`src/rtl/pc_sequencer.sv`:
```
// Program-counter unit for the Nandy core: stall, jump, call/return through a
// hardware return stack, and interrupt entry/return with a single enable flag.
module pc_sequencer #(
  parameter int WIDTH        = 16,
  parameter int RESET_VECTOR = 0,
  parameter int INT_VECTOR   = 16'h0004,
  parameter int STACK_DEPTH  = 4,
  localparam int DW          = $clog2(STACK_DEPTH + 1)
) (
  input  logic             i_clock,
  input  logic             i_reset,
  input  logic             i_en,
  input  logic             i_int_req,
  input  logic             i_jump,
  input  logic             i_call,
  input  logic             i_ret,
  input  logic             i_reti,
  input  logic [WIDTH-1:0] i_target,
  output logic [WIDTH-1:0] o_pc,
  output logic             o_ie,
  output logic             o_int_ack,
  output logic [DW-1:0]    o_depth,
  output logic             o_overflow,
  output logic             o_underflow
);

  localparam int               AW     = (STACK_DEPTH > 1) ? $clog2(STACK_DEPTH) : 1;
  localparam logic [WIDTH-1:0] RST_PC = WIDTH'(RESET_VECTOR);
  localparam logic [WIDTH-1:0] INT_PC = WIDTH'(INT_VECTOR);
  localparam logic [DW-1:0]    FULL   = DW'(STACK_DEPTH);

  logic [WIDTH-1:0] r_pc;
  logic             r_ie;
  logic             r_ack;
  logic             r_ovf;
  logic             r_unf;
  logic [DW-1:0]    r_depth;
  logic [WIDTH-1:0] r_stack [0:(1<<AW)-1];

  logic             w_take_int;
  logic             w_push;
  logic             w_pop;
  logic             w_set_ie;
  logic             w_full;
  logic             w_empty;
  logic [WIDTH-1:0] w_pc_inc;
  logic [WIDTH-1:0] w_push_val;
  logic [WIDTH-1:0] w_next_pc;
  logic [WIDTH-1:0] w_top;
  logic [AW-1:0]    w_top_idx;
  logic [AW-1:0]    w_push_idx;

  assign w_pc_inc   = r_pc + WIDTH'(1);
  assign w_full     = (r_depth == FULL);
  assign w_empty    = (r_depth == '0);
  assign w_top_idx  = AW'(r_depth - DW'(1));
  assign w_push_idx = AW'(r_depth);
  assign w_top      = r_stack[w_top_idx];

  // Strobe priority: interrupt, jump, call, reti/ret, sequential fetch.
  always_comb begin
    w_take_int = i_int_req & r_ie;
    w_push     = 1'b0;
    w_pop      = 1'b0;
    w_set_ie   = 1'b0;
    w_push_val = r_pc;
    w_next_pc  = w_pc_inc;
    if (w_take_int) begin
      w_push    = 1'b1;
      w_next_pc = INT_PC;
    end else if (i_jump) begin
      w_next_pc = i_target;
    end else if (i_call) begin
      w_push     = 1'b1;
      w_push_val = w_pc_inc;
      w_next_pc  = i_target;
    end else if (i_reti || i_ret) begin
      w_pop     = 1'b1;
      w_set_ie  = i_reti;
      w_next_pc = w_empty ? RST_PC : w_top;
    end
  end

  always_ff @(posedge i_clock) begin
    if (!i_reset) begin
      r_pc    <= RST_PC;
      r_ie    <= 1'b1;
      r_ack   <= 1'b0;
      r_ovf   <= 1'b0;
      r_unf   <= 1'b0;
      r_depth <= '0;
    end else begin
      r_ack <= 1'b0;
      if (i_en) begin
        r_pc  <= w_next_pc;
        r_ack <= w_take_int;
        if (w_take_int)    r_ie <= 1'b0;
        else if (w_set_ie) r_ie <= 1'b1;
        // A push onto a full stack drops the entry; a pop from empty keeps depth at 0.
        if (w_push) begin
          if (w_full) r_ovf   <= 1'b1;
          else        r_depth <= r_depth + DW'(1);
        end
        if (w_pop) begin
          if (w_empty) r_unf   <= 1'b1;
          else         r_depth <= r_depth - DW'(1);
        end
      end
    end
  end

  always_ff @(posedge i_clock) begin
    if (i_reset && i_en && w_push && !w_full)
      r_stack[w_push_idx] <= w_push_val;
  end

  assign o_pc        = r_pc;
  assign o_ie        = r_ie;
  assign o_int_ack   = r_ack;
  assign o_depth     = r_depth;
  assign o_overflow  = r_ovf;
  assign o_underflow = r_unf;

endmodule
```
`config.mk`:
```
export PLATFORM = sky130hd
export DESIGN_NAME = pc_sequencer
export DESIGN_NICKNAME = d
export VERILOG_FILES = /design/src/rtl/pc_sequencer.sv
export SDC_FILE = /design/constraint.sdc
export NUM_CORES = 1
export LEC_CHECK = 0
export BUFFER_PORTS_ARGS = -buffer_cell sky130_fd_sc_hd__clkbuf_2
export CAP_MARGIN = 20
export CORE_AREA = 2 2 85 87
export DETAILED_ROUTE_END_ITERATION = 10
export DIE_AREA = 0 0 87 89
export HOLD_SLACK_MARGIN = 0.03
export PLACE_DENSITY = 0.84
export SETUP_SLACK_MARGIN = 0.5
export SLEW_MARGIN = 20
export SYNTH_ARGS = -nofsm -noshare
export SYNTH_HDL_FRONTEND = slang
export SYNTH_SLANG_ARGS = --single-unit
```
`constraint.sdc`:
```
create_clock -name i_clock -period 7.3 [get_ports i_clock]
set_clock_uncertainty 0.2 [all_clocks]
set_input_delay 0.73 -clock i_clock [delete_from_list [all_inputs] [get_ports i_clock]]
set_output_delay 0.73 -clock i_clock [all_outputs]
set_load 0.02 [all_outputs]
```
==> flow_summary.rst, run 1 <==
.. list-table::
   :header-rows: 1

   * - Metric
     - Value
   * - Root Driver
     - clkbuf_8
   * - Endpoint of the most critical register-to-register path
     - o_pc[15]
   * - CP Cell Sequence
     - clkbuf_2, nor2_1, nor2_2, and3_1, a221oi_1, a21oi_1
   * - Maximum vdd drop
     - 136 uV
   * - Total overflow reported by the global router
     - 0
   * - Total inserted antenna cells
     - 0
   * - Run status
     - finished clean
   * - Die area
     - 0.00774 sq mm
   * - Max-cap viol count
     - 0
   * - Power after layout
     - 0.00107 W
   * - # DRC
     - 0
   * - Leading cell type by number of instances after synthesis
     - edfxtp_1
   * - Highest routed metal layer
     - met4
   * - Final setup violation count
     - 0
   * - Area share of the largest cell type after synthesis
     - 46.0%
   * - Kind of cell adding the most delay to the critical path
     - simple AND/OR/NAND/NOR gates
   * - Clock input transition at the sequential cells of the worst setup and hold paths
     - 0.09 ns
   * - Number of routed nets with antenna violations
     - 0
   * - Syn_nets
     - 367
   * - Chip width
     - 87 um
   * - Per-cell routed wire length
     - 20.7 um
   * - Number of buffers inserted by hold repair at cts
     - 0
   * - Pin count of the biggest net entering global routing
     - 21
   * - Number of global-route vias before repair
     - 2,937
   * - Bufs on Longest Clock Path
     - 2
   * - Endpoint with the worst hold slack
     - o_underflow
   * - Vias per std cell
     - approximately 6.5
   * - Ratio of cells with drive above 1 in the final layout
     - a little under a quarter
   * - Min Hold Slack
     - 0.286 ns
   * - Number of rows created at floorplan
     - 30
   * - Number of antenna violations at the first check in global routing
     - 0
   * - Cells after synthesis
     - roughly 340
   * - CTS tree
     - yes
   * - Critical path's slowest cell
     - nor2_1
   * - Setup repair after global routing missed its margin
     - false
   * - Fin. Hold Viols
     - 0
   * - Router iterations before antenna repair
     - 5
   * - Post-cts gate resize count
     - 0
   * - Register area share after synthesis
     - between 50% and 60%
   * - Routed Wire Length
     - 9480 um
   * - Global-route usage over all layers
     - between 20% and 30%
   * - Relative area change from synthesis to final layout
     - 11.1%
   * - Met2 Wirelength
     - 4590 um
   * - Worst reg2reg path startpoint
     - o_depth[1]
   * - Top cell types by occurrence after synthesis
     - 64 x edfxtp_1, 31 x nor2_1, 30 x nand2_1, 23 x dfxtp_1, 23 x o21ai_0
   * - Power density over the cells
     - about 230 mW/mm^2
   * - Number of H-tree levels
     - 3
   * - Die Y
     - roughly 89 um
   * - Routability congestion estimate
     - 0.892
   * - Number of placed I/O pins
     - 47
   * - Worst path bufs/invs
     - 1
   * - Highest fanout seen on the critical path
     - 16
   * - Maximum clock frequency
     - roughly 380 MHz
   * - Primary flip-flop cell chosen by synthesis mapping
     - edfxtp_1
   * - Crit path arrival time
     - between 2 and 3 ns
   * - Worst min-delay path class
     - reg2reg
   * - Critical path required time
     - approximately 7.3 ns
   * - Class of the most critical setup path
     - in2reg
   * - First-pass GRT wire length
     - 14,800 um
   * - Core Area
     - 0.00672 sq mm
   * - Post-synth EDFFs
     - between 60 and 70
   * - Proportion of register bits with asynchronous set or reset after synthesis
     - 0%
   * - Net count of the finished layout
     - 404
   * - Total negative slack
     - 0 ns
   * - Cell types occupying the most area after synthesis
     - edfxtp_1 46%, dfxtp_1 11%, mux4_2 8.6%
   * - Cts bufs inserted
     - 9
   * - Count of final max-slew check failures
     - 0
   * - Largest incremental delay on the critical path
     - ~0.81 ns
   * - Avg Synthesized Cell Area
     - 12.4 sq um
   * - Number of cells on the worst hold path
     - 2
   * - # port buffers
     - 46
   * - Post-CTS Repair Setup Buffers
     - 0
   * - Detailed Place HPWL
     - just over 6000 um
   * - Starting density of the core
     - 62.1%
   * - Leakage
     - ~1.7 nW
   * - Number of warnings issued by yosys
     - 0
   * - 1st-iter DRT viols
     - approximately 360
   * - Dominant cell type by area after synthesis
     - edfxtp_1
   * - Critical Path Source Type
     - input port
   * - Clock latency at the later pin of the worst-skew pair
     - roughly 0.36 ns
   * - Final critical-path required period
     - 2.66 ns
   * - Capturing element type of the critical path
     - flop
   * - R2r worst-path depth
     - 6
   * - Detailed-routed wire length on met3
     - 678 um
   * - Slew @ Worst Pin
     - 1.08 ns
   * - Synth unique cells
     - 49
   * - CTS sink count
     - 87
   * - Routed vias
     - 2,965
   * - Cell Area, Synth
     - ~0.0042 sq mm
   * - Routed met1 length
     - 3940 um
   * - Register-to-register setup slack
     - 4.65 ns
   * - Flip-flop and latch count after synthesis
     - 87
   * - Share of the clock period used by the worst path
     - 36.4%
   * - Max_slew headroom
     - 27.9%
   * - Min-delay src
     - o_underflow
-- power breakdown --
| group | switching [W] | total, W | internal [W] |
|---|---|---|---|
| combinational | 0.0000872 | 0.000144 | 0.0000571 |
| sequential | 0.0000159 | 0.000562 | 0.000546 |
| clock | 0.000172 | 0.000365 | 0.000193 |
| total | 0.000275 | 0.00107 | 0.000796 |
-- how the worst max path moves through the flow --
stage               startpoint  endpoint  slack [ns]  cells past startpoint
global placement         i_ret  o_pc[11]        4.44                      6
global route        o_depth[1]   o_pc[2]        4.45                      5
CTS                 o_depth[1]  o_pc[15]        4.68                      6
detailed placement      i_reti  o_pc[15]        4.35                      6
finish                  i_reti  o_pc[15]        4.64                      6
floorplan           o_depth[0]   o_pc[4]        4.53                      9
-- through the flow --
stage | util, % | worst slack, ns | instances | cell area, sq um
2_1_floorplan | - | 4.53 | 337 | 4180
3_3_place_gp | 65.7 | 4.44 | 443 | 4420
3_5_place_dp | 65.7 | 4.35 | 443 | 4420
4_1_cts | 69.0 | 4.68 | 459 | 4640
5_1_grt | 69.0 | 4.45 | 459 | 4640
6_report | 69.0 | 4.64 | 459 | 4640
-- routing by layer --
metal	global-route usage, %	vias up
li1	-	1345
met1	33.6	1417
met2	43.0	175
met3	5.17	28
met4	10.9	0
met5	0	-
-- layout by cell type, fill, tap and decap left out, types with 2 or more instances in the layout --
master	count
a22oi_1	2
nor3_2	2
nor2_2	2
a21oi_1	12
nor2b_1	2
nor4_1	3
edfxtp_1	64
clkinvlp_4	2
nand2b_1	3
and4_1	2
clkbuf_2	46
clkbuf_8	9
nand2_1	30
dfxtp_1	23
buf_4	2
a211oi_1	5
and3_1	6
a32oi_1	2
and2_1	2
xor2_1	12
a31oi_1	3
nor2_1	31
or2_1	2
nor3_1	6
clkinv_4	2
xnor2_1	15
bufinv_16	2
a221oi_1	7
nand4_1	3
ha_1	6
mux4_2	16
o31ai_1	3
nand3_1	7
inv_1	4
o21ai_0	23
-- sequential cells by signal, summed over array words and instances, names as in the netlist --
register     flops
o_pc            16
o_int_ack        1
o_ie             1
o_underflow      1
o_depth          3
r_stack         64
o_overflow       1
-- tightest hold or removal path, stage by stage, from the launching register on --
cell and delay [ns]:
dfxtp_1 0.34, a31oi_1 0.05, nor2_1 0.07
-- kinds of logic (layout without fill, tap and decap cells) --
| family | Yosys count | in the layout | share of synthesized area (%) |
|---|---|---|---|
| buffers and inverters | 27 | 69 | 2.94 |
| DFF | 87 | 87 | 57.1 |
| AOI/OAI and AO/OA | 66 | 66 | 10.4 |
| and+or+nand+nor | 108 | 108 | 13.5 |
| xor gates and xnor gates | 27 | 27 | 5.66 |
| adders and majority gates | 6 | 6 | 1.80 |
| muxes | 16 | 16 | 8.63 |
-- area by class of cell --
class,instances,area (sq um)
Clock buffer,9,124
Clock inverter,7,97.6
Fill cell,458,2080
Inverter,5,18.8
Multi-Input combinational cell,223,1670
Sequential cell,87,2380
Tap cell,80,100
Timing Repair Buffer,48,245
Power figures use the tool's default switching activity.
==> run 2, diff against run 1 <==
- CORE_AREA: 2 2 85 87 -> 2 2 88 90
- DIE_AREA: 0 0 87 89 -> 0 0 90 92
- PLACE_DENSITY: 0.84 -> 0.79
- clock period: 7.3 -> 2.5 ns (I/O delays scaled with it)
==> flow_summary.rst, run 2 (synthesis results as in run 1) <==
.. list-table::
   :header-rows: 1

   * - Metric
     - Value
   * - Met3 usage
     - 4.85% (-0.32 points)
   * - Share of the clock period used by the worst path
     - 77.8%
   * - Total negative slack
     - 0 ns (unchanged)
   * - Per-cell routed wire length
     - 20.6 um (about the same)
   * - Setup repair after global routing missed its margin
     - true
   * - Area of all sequential standard cells
     - 0.00240 sq mm (+0.58%)
   * - R2r worst-path depth
     - 7 (+1)
   * - Total inserted antenna cells
     - 0 (unchanged)
   * - Relative area change from synthesis to final layout
     - 25.5%
   * - Endpoint of the most critical register-to-register path
     - o_pc[1]
   * - Power density over the cells
     - 629 mW/mm^2 (+170%)
   * - Ratio of cells with drive above 1 in the final layout
     - 37.4% (+14 points)
   * - Largest register FFs
     - 64 (unchanged)
   * - Slew @ Worst Pin
     - 0.675 ns (-0.403 ns)
   * - Highest fanout seen on the critical path
     - 8 (-8)
   * - Top reg by flops
     - r_stack
   * - Power after layout
     - 0.00330 W (+210%)
   * - Fin. Hold Viols
     - 0 (unchanged)
   * - # DRC
     - 0 (unchanged)
   * - Crit path to
     - o_pc[1]
   * - Detailed Place HPWL
     - 6660 um (+7.8%)
   * - Non-filler cells, final
     - 516 (+12%)
   * - Routed Wire Length
     - 10,700 um (+12%)
   * - CTS tree
     - yes
   * - Register-to-register setup slack
     - 0.56 ns (-4.09 ns)
   * - Leakage
     - 1.93 nW (+16%)
   * - Commonest non-fill, non-tap cell in the layout
     - edfxtp_1
   * - Class of the most critical setup path
     - reg2reg
   * - 1st-iter DRT viols
     - 280 (-22%)
   * - Number of rows created at floorplan
     - 32 (+6.7%)
   * - Vias per std cell
     - 6.15 (-4.9%)
   * - Worst min-delay path class
     - in2reg
   * - Maximum vdd drop
     - 441 uV (+220%)
   * - # port buffers
     - 46 (unchanged)
   * - Die Y
     - 92 um (+3.4%)
   * - Placement Cell Area
     - 0.00469 sq mm (+6.1%)
   * - Chip width
     - 90 um (+3.4%)
   * - Area occupied by multi-input gates
     - 0.00187 sq mm (+12%)
   * - Worst reg2reg path startpoint
     - o_depth[1]
   * - Worst Setup SP
     - o_depth[1]
   * - Starting density of the core
     - 56.1% (-6.1 points)
   * - Commonest cells after routing, fill and taps aside
     - 64 x edfxtp_1, 46 x clkbuf_2, 30 x nor2_1
   * - Count of final max-slew check failures
     - 0 (unchanged)
   * - Cts bufs inserted
     - 9 (unchanged)
   * - First-pass GRT wire length
     - 16,700 um (+13%)
   * - Grt peak-use layer
     - met2
   * - Critical Path Source Type
     - flop
   * - Capturing element type of the critical path
     - flop
   * - Number of global-route vias before repair
     - 3,202 (+9.0%)
   * - Number of H-tree levels
     - 3 (unchanged)
   * - Global-route track usage on met2
     - 43.7% (+0.72 points)
   * - Final critical-path required period
     - approximately 1.9 ns
   * - Crit path arrival time
     - 2.04 ns (-0.64 ns)
   * - Clock input transition at the sequential cells of the worst setup and hold paths
     - 0.09 ns (about the same)
   * - Critical path required time
     - 2.59 ns (-4.73 ns)
   * - Maximum clock frequency
     - 514 MHz
   * - Global-route usage over all layers
     - 26.7% (+0.79 points)
   * - Number of routed nets with antenna violations
     - 0 (unchanged)
   * - Net count of the finished layout
     - 439 (+8.7%)
   * - Total overflow reported by the global router
     - 0 (unchanged)
   * - Pin count of the biggest net entering global routing
     - 21 (unchanged)
   * - Final Cell Area
     - 0.00524 sq mm (+13%)
   * - Router iterations before antenna repair
     - 5 (unchanged)
   * - Routability congestion estimate
     - 0.902 (+1.1%)
   * - Core Area
     - 0.00745 sq mm (+11%)
   * - Routed vias
     - 3,171 (+6.9%)
   * - Met1 track utilization from global routing
     - 35.2% (+1.6 points)
   * - Max_slew headroom
     - 55.0% (+27 points)
   * - Filler instances
     - 500 (+9.2%)
   * - Root Driver
     - clkbuf_8
   * - Run status
     - finished clean
   * - Clock latency at the later pin of the worst-skew pair
     - 0.36 ns (about the same)
   * - Number of antenna violations at the first check in global routing
     - 0 (unchanged)
   * - Bufs on Longest Clock Path
     - 2 (unchanged)
   * - Final setup violation count
     - 0 (unchanged)
   * - Inst Count DP
     - 477 (+7.7%)
   * - Number of placed I/O pins
     - 47 (unchanged)
   * - CTS sink count
     - 87 (unchanged)
   * - Die area
     - 0.00828 sq mm (+6.9%)
   * - Max-cap viol count
     - 0 (unchanged)
## run 2: per-stage QoR
stage	utilization (%)	setup slack [ns]	hold slack, ns
global route	70.4	0.467	0.0728
detailed placement	62.9	0.251	0.260
finish	70.4	0.555	0.0376
CTS	68.8	0.444	0.0424
floorplan	-	0.344	0.207
global placement	62.9	0.316	0.254
## run 2: layout make-up
cell class | count | share of cell area, %
clock buffer | 10 | 2.43
sequential | 87 | 45.7
multi-input combinational | 223 | 35.6
clock inverter | 6 | 1.62
timing repair buffer | 83 | 11.6
inverter | 5 | 0.501
tap | 102 | 2.43
## run 2: worst max-delay path, stage by stage, from the launching register on
cell,delay [ns]
dfxtp_2,0.37
inv_2,0.07
ha_4,0.32
buf_12,0.14
mux4_2,0.21
a221oi_2,0.05
or3_1,0.38
a21oi_1,0.12
## run 2: worst min-delay path by stage
stage	startpoint	endpoint	slack, ns	depth (start not counted)
floorplan	i_target[6]	o_pc[6]	0.21	2
global placement	o_overflow	o_overflow	0.25	1
detailed placement	o_overflow	o_overflow	0.26	1
CTS	i_target[0]	o_pc[0]	0.04	3
global route	i_reset	o_overflow	0.07	2
finish	i_target[0]	o_pc[0]	0.04	3
## run 2: metal layers
layer	wire [um]	share of wire (%)	vias up
li1	-	-	1416
met1	4300	40	1542
met2	5170	48	185
met3	944	8.9	28
met4	249	2.3	0
met5	0	0	-
## run 2: where the power goes
| group | total [W] | internal [W] | switching [W] |
|---|---|---|---|
| clock network | 0.00106 | 0.000560 | 0.000500 |
| registers | 0.00164 | 0.00160 | 0.0000463 |
| logic | 0.000597 | 0.000280 | 0.000317 |
| total | 0.00330 | 0.00244 | 0.000863 |
## run 2: timing repair
item                       CTS  global route
gates resized for setup     12            18
setup endpoints to repair   79            62
hold buffers                11             0
setup buffers                7             5
hold endpoints to repair    10             0
pin swaps                    3             5
==> run 3, diff against run 2 <==
- clock period: 2.5 -> 2 ns (I/O delays scaled with it)
==> flow_summary.rst, run 3 (synthesis results as in run 1) <==
.. list-table::
   :header-rows: 1

   * - Metric
     - Value
   * - Worst min-delay path class
     - in2reg
   * - Relative area change from synthesis to final layout
     - 54.2%
   * - Max-cap viol count
     - 0 (unchanged)
   * - Non-filler cells, final
     - 591 (+15%)
   * - Number of placed I/O pins
     - 47 (unchanged)
   * - Min setup slack post-route
     - -0.0750 ns (-0.630 ns)
   * - Starting density of the core
     - 56.1% (unchanged)
   * - Number of H-tree levels
     - 3 (unchanged)
   * - Number of routed nets with antenna violations
     - 0 (unchanged)
   * - Cts bufs inserted
     - 9 (unchanged)
   * - Critical path's slowest cell
     - dfxtp_4
   * - Die Y
     - 92 um (unchanged)
   * - Per-cell routed wire length
     - 28.5 um (+38%)
   * - Leakage
     - 2.52 nW (+31%)
   * - Max_slew headroom
     - 65.4% (+10 points)
   * - Number of global-route vias before repair
     - 3,673 (+15%)
   * - Capturing element type of the critical path
     - flop
   * - Area occupied by multi-input gates
     - 0.00229 sq mm (+23%)
   * - Total inserted antenna cells
     - 0 (unchanged)
   * - Largest incremental delay on the critical path
     - 0.43 ns (+0.05 ns)
   * - Commonest non-fill, non-tap cell in the layout
     - edfxtp_1
   * - Final setup violation count
     - 2 (+2)
   * - Routed Wire Length
     - 16,800 um (+58%)
   * - Pin count of the biggest net entering global routing
     - 21 (unchanged)
   * - Maximum vdd drop
     - 529 uV (+20%)
   * - Core Area
     - 0.00745 sq mm (unchanged)
   * - Clock latency at the later pin of the worst-skew pair
     - 0.38 ns (+0.02 ns)
   * - Share of the clock period used by the worst path
     - 104% (+26 points)
   * - Chip width
     - 90 um (unchanged)
   * - Slew @ Worst Pin
     - 0.517 ns (-0.158 ns)
   * - Highest fanout seen on the critical path
     - 4 (-4)
   * - Filler instances
     - 281 (-44%)
   * - Count of final max-slew check failures
     - 0 (unchanged)
   * - Routed vias
     - 4,017 (+27%)
   * - DP Worst Slack
     - 0.0463 ns (-0.205 ns)
   * - Final critical-path required period
     - 2.07 ns (+0.130 ns)
   * - Maximum clock frequency
     - 482 MHz (-6.3%)
   * - Failing checks
     - setup timing
   * - Run status
     - finished with violations
   * - Root Driver
     - clkbuf_8
   * - Die area
     - 0.00828 sq mm (unchanged)
   * - # port buffers
     - 46 (unchanged)
   * - Number of antenna violations at the first check in global routing
     - 0 (unchanged)
   * - Ratio of cells with drive above 1 in the final layout
     - 56.4% (+19 points)
   * - Global-route usage over all layers
     - 33.0% (+6.3 points)
   * - Inst Count DP
     - 493 (+3.4%)
   * - Power after layout
     - 0.00448 W (+36%)
   * - Number of rows created at floorplan
     - 32 (unchanged)
   * - Critical path required time
     - 2.05 ns (-0.54 ns)
   * - Class of the most critical setup path
     - reg2reg
   * - Min Hold Slack
     - 0.0549 ns (+0.0173 ns)
   * - Power density over the cells
     - 696 mW/mm^2 (+11%)
   * - Detailed Place HPWL
     - 6870 um (+3.2%)
   * - CTS tree
     - yes
   * - Total overflow reported by the global router
     - 0 (unchanged)
   * - CTS sink count
     - 87 (unchanged)
   * - Fin. Hold Viols
     - 0 (unchanged)
   * - Worst reg2reg path startpoint
     - o_depth[0]
   * - Clock input transition at the sequential cells of the worst setup and hold paths
     - 0.11 ns (+0.02 ns)
   * - Routability congestion estimate
     - 0.844 (-6.5%)
   * - Min-delay src
     - i_target[14]
   * - Crit path arrival time
     - 2.12 ns (+0.08 ns)
   * - CP Cell Sequence
     - inv_8, ha_4, buf_12, mux4_2, and3_4, a221oi_2, a21oi_1
   * - # DRC
     - 0 (unchanged)
   * - 1st-iter DRT viols
     - 530 (+89%)
   * - First-pass GRT wire length
     - 20,200 um (+21%)
   * - Setup repair after global routing missed its margin
     - true
   * - Top reg by flops
     - r_stack
   * - Largest register FFs
     - 64 (unchanged)
   * - Commonest cells after routing, fill and taps aside
     - 64 x edfxtp_1, 59 x buf_4, 41 x clkbuf_2
   * - Area of all sequential standard cells
     - 0.00243 sq mm (+1.3%)
   * - Vias per std cell
     - 6.80 (+11%)
   * - Net count of the finished layout
     - 514 (+17%)
   * - Worst Setup SP
     - o_depth[0]
   * - Final design utilization
     - 86.4% (+16 points)
   * - Bufs on Longest Clock Path
     - 2 (unchanged)
   * - Critical Path Source Type
     - flop
   * - Router iterations before antenna repair
     - 5 (unchanged)
## run 3: critical path: cells and delay by family (launching register included)
kind	cells	cell delay, ns
flops	1	0.43
simple gates	1	0.18
fa+ha+maj	1	0.32
buf+inv	2	0.16
mux	1	0.29
compound gates	2	0.36
## run 3: layout make-up
class	count	area share [%]
Multi-Input combinational cell	225	35.6
Sequential cell	87	37.7
Clock inverter	6	1.05
Tap cell	102	1.98
Timing Repair Buffer	156	21.3
Inverter	5	0.408
Clock buffer	10	1.98
## run 3: metrics by stage
step	instance area [sq um]	TNS (ns)
4_1_cts	6000	0
3_5_place_dp	4900	0
5_1_grt	6440	-0.392
3_3_place_gp	4900	0
6_report	6440	-0.119
2_1_floorplan	4480	-1.43
## run 3: worst paths after layout
kind / depth (start not counted) / slack, ns / end
min reg2reg: 1 / 0.34 / o_overflow
max reg2reg: 7 / -0.07 / o_pc[15]
max: 7 / -0.07 / o_pc[15]
min: 5 / 0.05 / o_pc[14]
## run 3: what timing repair did
item                                    4_1_cts  5_1_grt
gates cloned                                  3        0
endpoints found under the setup margin      139      154
buffers inserted                             49       16
gates resized for setup                      55       66
hold buffers                                 14        0
pin swaps                                    33       27
endpoints found under the hold margin        14        0
## run 3: per-layer routing
| layer | GRT usage (%) | vias to the layer above | share of wire [%] |
|---|---|---|---|
| met5 | 0 | - | 0 |
| met4 | 16.0 | 0 | 8.2 |
| met3 | 5.92 | 135 | 11 |
| met2 | 54.8 | 405 | 47 |
| met1 | 42.3 | 1915 | 34 |
| li1 | - | 1562 | - |
## run 3: power breakdown
part           total [W]  switching (W)  internal [W]
logic            0.00111       0.000587      0.000525
registers        0.00205      0.0000580       0.00199
clock network    0.00132       0.000732      0.000586
total            0.00448        0.00138       0.00310
